$ cat src/rtl/ram_port_arbiter.sv
// ram_port_arbiter: shares one block-RAM port among N_REQ requesters, round-robin, with flush/drain FSM.
// Define RAM_ARB_FIXED_PRIORITY_EN to replace round-robin with lowest-index-wins priority.
module ram_port_arbiter #(
  parameter int N_REQ   = 4,
  parameter int ADDR_W  = 8,
  parameter int DATA_W  = 32,
  parameter int BE_W    = 4,
  parameter int LATENCY = 1
) (
  input  logic                      clk,
  input  logic                      reset,
  input  logic [N_REQ-1:0]          req_valid,
  output logic [N_REQ-1:0]          req_ready,
  input  logic [N_REQ-1:0]          req_wren,
  input  logic [N_REQ*ADDR_W-1:0]   req_addr,
  input  logic [N_REQ*DATA_W-1:0]   req_data,
  input  logic [N_REQ*BE_W-1:0]     req_be,
  output logic [N_REQ-1:0]          rsp_valid,
  output logic [DATA_W-1:0]         rsp_data,
  input  logic                      flush,
  output logic                      flush_done,
  output logic                      ram_clken,
  output logic [ADDR_W-1:0]         ram_address,
  output logic                      ram_wren,
  output logic [DATA_W-1:0]         ram_data,
  output logic [BE_W-1:0]           ram_byteena,
  input  logic [DATA_W-1:0]         ram_q
);
  localparam int PTR_W = $clog2(N_REQ);
  typedef enum logic [1:0] {RUN, DRAIN, DONE} state_t;
  state_t r_state, w_next;
  logic [PTR_W-1:0] w_gid;
  logic w_any, w_xfer, w_rd, w_rsp;
  logic [LATENCY-1:0] r_pv;
  logic [PTR_W-1:0] r_pid [LATENCY];
  int w_base;
`ifdef RAM_ARB_FIXED_PRIORITY_EN
  assign w_base = 0;
`else
  logic [PTR_W-1:0] r_ptr;
  assign w_base = int'(r_ptr) + 1;
  always_ff @(posedge clk)
    if (reset) r_ptr <= PTR_W'(N_REQ-1);
    else if (w_xfer) r_ptr <= w_gid;
`endif
  // Scan from the far end so the nearest valid requester after the pointer wins.
  always_comb begin
    w_gid = '0;
    w_any = 1'b0;
    for (int k = N_REQ-1; k >= 0; k--)
      if (req_valid[(w_base+k) % N_REQ]) begin
        w_any = 1'b1;
        w_gid = PTR_W'((w_base+k) % N_REQ);
      end
  end
  assign w_xfer      = w_any && r_state == RUN && !flush && !reset;
  assign w_rd        = w_xfer && !req_wren[w_gid];
  assign req_ready   = w_xfer ? N_REQ'(1) << w_gid : '0;
  assign ram_clken   = !reset;
  assign ram_address = w_xfer ? req_addr[w_gid*ADDR_W +: ADDR_W] : '0;
  assign ram_wren    = w_xfer && req_wren[w_gid];
  assign ram_data    = w_xfer ? req_data[w_gid*DATA_W +: DATA_W] : '0;
  assign ram_byteena = w_xfer ? req_be[w_gid*BE_W +: BE_W] : '0;
  // Read tracker mirrors the RAM latency so ram_q lines up with the owning id.
  always_ff @(posedge clk)
    if (reset) r_pv <= '0;
    else begin
      r_pv[0] <= w_rd;
      for (int s = 1; s < LATENCY; s++) r_pv[s] <= r_pv[s-1];
    end
  always_ff @(posedge clk) begin
    r_pid[0] <= w_gid;
    for (int s = 1; s < LATENCY; s++) r_pid[s] <= r_pid[s-1];
  end
  assign w_rsp     = r_pv[LATENCY-1] && !reset;
  assign rsp_valid = w_rsp ? N_REQ'(1) << r_pid[LATENCY-1] : '0;
  assign rsp_data  = w_rsp ? ram_q : '0;
  always_ff @(posedge clk)
    r_state <= reset ? RUN : w_next;
  always_comb begin
    w_next = r_state;
    case (r_state)
      RUN:     w_next = flush ? DRAIN : RUN;
      DRAIN:   w_next = !flush ? RUN : (r_pv == '0 ? DONE : DRAIN);
      DONE:    w_next = flush ? DONE : RUN;
      default: w_next = RUN;
    endcase
  end
  assign flush_done = r_state == DONE && flush && !reset;
endmodule

$ cat config.mk
export PLATFORM = sky130hd
export DESIGN_NAME = ram_port_arbiter
export DESIGN_NICKNAME = d
export VERILOG_FILES = /design/src/rtl/ram_port_arbiter.sv
export SDC_FILE = /design/constraint.sdc
export NUM_CORES = 1
export LEC_CHECK = 0
export ABC_AREA = 0
export CORE_AREA = 3 3 118 120
export CTS_BUF_LIST = sky130_fd_sc_hd__clkbuf_4 sky130_fd_sc_hd__clkbuf_8 sky130_fd_sc_hd__clkbuf_16
export DETAILED_ROUTE_END_ITERATION = 10
export DIE_AREA = 0 0 121 123
export HOLD_SLACK_MARGIN = 0.02
export REMOVE_ABC_BUFFERS = 1
export SETUP_SLACK_MARGIN = 0.1
export SLEW_MARGIN = 40
export SYNTH_ARGS = -nofsm -noshare
export SYNTH_HDL_FRONTEND = slang
export SYNTH_SLANG_ARGS = --single-unit
$ cat constraint.sdc
create_clock -name clk -period 10 [get_ports clk]
set_input_delay 3 -clock clk [delete_from_list [all_inputs] [get_ports clk]]
set_output_delay 3 -clock clk [all_outputs]
set_load 0.03 [all_outputs]
==> flow_summary.yaml <==
yosys:
  synth_area_leaders: "mux2i_1, o22ai_1, and2_1, dfxtp_1, o22ai_2"
  ys.flop_type: "dfxtp_1"
  yosys.area.top_type_share_pct: 45.1
  yosys.area.top_type: "mux2i_1"
  yosys.area_share.xor_xnor_pct: 0
  synthCells: 243
  yosysWarnings: 0
  synth-simple-area-share_pct: 18.4
  yosys_register_bits: 7
  synth_compound_area_share_pct: 21.0
  synth_adder_area_share_pct: 0
  synth.distinct_cells: 35
  syn_avg_cell_area_um2: 8.22
  synth_top_family_by_area: "multiplexers"
  muxShareOfSynthArea_pct: 46.2
  yosys-top-cells-count: "mux2i_1, o22ai_1, and2_1, o22ai_2, nor2_1"
  yosysMostFrequentCell: "mux2i_1"
  ys_seq_area_share_pct: 7.01
  syn_area_mm2: 0.00200
  synth-edff-count: 0
  async_reset_ff_share_pct: 0
clocking:
  clockRootBuffer: "clkbuf_16"
  hold_buffers: 0
  tritoncts: "yes"
  cts_sinks: 7
  cts_buffers: 3
  cts.clk_slew.worst_paths_ns: 0.04
  clockBufferDepth: 2
  clk_latency_ns: 0.23
  post_cts_buffers: 0
  cts_resized: 0
  h-tree-depth: 1
global_route:
  grt_pass1_vias: 3042
  grt_usage_pct: 13.3
  grt_pass1_wl_mm: 15.9
  antenna_found_initial: 1
  gr-total-overflow: 0
  grt_max_degree: 49
drt:
  dr.pass1.iters: 4
  ant_nets: 0
  drtIter0Drc: 72
  vias: 3044
  wirelength_mm: 11.2
  drc: 0
  via_per_inst: 4.28
  post_drt_wl_per_cell_um: 15.7
place:
  post_dp_cell_area_mm2: 0.00527
  portBuffers: 305
  dp_cells: 707
  place.gp.congestion: 0.793
  dp_hpwl_mm: 9.50
worst_setup_path:
  worstPathArrival_ns: 5.74
  setup.worst_path.end: "ram_byteena[0]"
  startpoint: "req_valid[1]"
  worstPathRequired_ns: 7.00
  reg2reg_depth: 5
  crit_type: "input port to primary output"
  r2r_slack_ns: 8.08
  r2r_end: "r_pv"
  worstReg2RegStart: "r_ptr[1]"
  end_kind: "primary output"
  critPathMaxFanout: 48
  critPathLaunchType: "input port"
finish:
  final_util_pct: 40.9
  nFillCells: 1282
  final_nets: 755
  syn_to_final_growth_pct: 168
  instances_no_fill: 712
  stdcell_area_mm2: 0.00535
  drive_gt1_share_pct: 5.05
timing:
  max_freq_ghz: 0.114
  relSlewSlack_pct: 71.5
  skew_ns: 0.00108
  worst_pin_slew_ns: 0.424
  finalSetupViolCount: 0
  rsz0062_at_grt: "no"
  hold_viol_final: 0
  fin_crit_ns: 8.74
  maxSlewViolCount: 0
  fin_crit_sh_pct: 87.4
  fin_setup_tns_ns: 0
  fin_hold_ws_ns: 0.480
power:
  leakage_nw: 2.01
  peakVddDrop_v: 0.0000366
  pwr_density_cell_mw_per_mm2: 70.7
floorplan:
  coreArea_mm2: 0.0131
  fp.dieArea_mm2: 0.0149
  row_count: 42
  io-pin-count: 306
  die_w_um: 121
  die_h_um: 123
  start_util_pct: 15.3
status:
  status: "finished clean"
hold_path:
  min_from: "r_state[1]"
  hold_class: "register to register"
run:
  maxCapViolations: 0
## state kept, by name, summed over array words and instances, names as in the netlist
register,cells
r_pid,2
r_ptr,2
r_state,2
r_pv,1
## worst max-delay path, cell delays in order
cell,delay (ns)
clkdlybuf4s50_1,0.48
or2_2,0.35
a311oi_4,0.42
buf_12,0.34
mux2i_1,0.13
o22ai_1,0.24
clkdlybuf4s50_1,0.73
## metal layers
metal	track usage (%)	part of all wire (%)
met5	0	0
met4	3.68	1.5
met3	4.80	12
met2	25.7	53
met1	13.5	34
## through the flow
step,power (mW),setup slack [ns]
after detailed placement,0.310,1.27
after global placement,0.305,1.02
after CTS,0.383,1.24
after floorplan,0.211,-9.11
final,0.379,1.26
after global routing,0.400,1.18
## cell usage in the layout (no fill, tap or decap), types with 3 or more instances in the layout
| master | n |
|---|---|
| and2_1 | 32 |
| buf_4 | 3 |
| clkbuf_16 | 3 |
| clkdlybuf4s50_1 | 305 |
| dfxtp_1 | 7 |
| mux2i_1 | 90 |
| nand2_1 | 3 |
| nand2b_1 | 6 |
| nor2_1 | 8 |
| o22ai_1 | 36 |
| o22ai_2 | 10 |
## power by group
part | internal (mW) | total, mW | leakage (nW) | switching [mW]
combinational | 0.158 | 0.274 | 1.91 | 0.116
sequential | 0.0309 | 0.0333 | 0.0581 | 0.00240
clock | 0.0558 | 0.0711 | 0.0416 | 0.0154
total | 0.245 | 0.379 | 2.01 | 0.134
## worst min path at each step
| stage | end | slack [ns] | depth (start not counted) |
|---|---|---|---|
| CTS | r_state[0] | 0.48 | 1 |
| detailed placement | r_state[0] | 0.47 | 1 |
| global route | r_state[0] | 0.49 | 1 |
| finish | r_state[0] | 0.48 | 1 |
| global placement | r_state[0] | 0.44 | 1 |
| floorplan | r_state[0] | 0.43 | 1 |
## layout make-up
type / instances / area [um2] / share of cell area [%]
multi-input cells: 210 / 1730 / 32.3
flip-flops and latches: 7 / 140 / 2.62
diodes: 1 / 2.50 / 0.0468
well taps: 176 / 220 / 4.11
repair buffers: 312 / 3170 / 59.2
clock buffers: 4 / 82.6 / 1.54
inverters: 2 / 7.51 / 0.140
## cell families (layout without fill, tap and decap cells)
| logic type | Yosys count | after routing |
|---|---|---|
| mux | 92 | 92 |
| simple gates | 63 | 63 |
| compound gates | 55 | 55 |
| buf+inv | 26 | 318 |
| flops | 7 | 7 |
| other cells | 0 | 1 |
(Power assumes the default switching activity.)
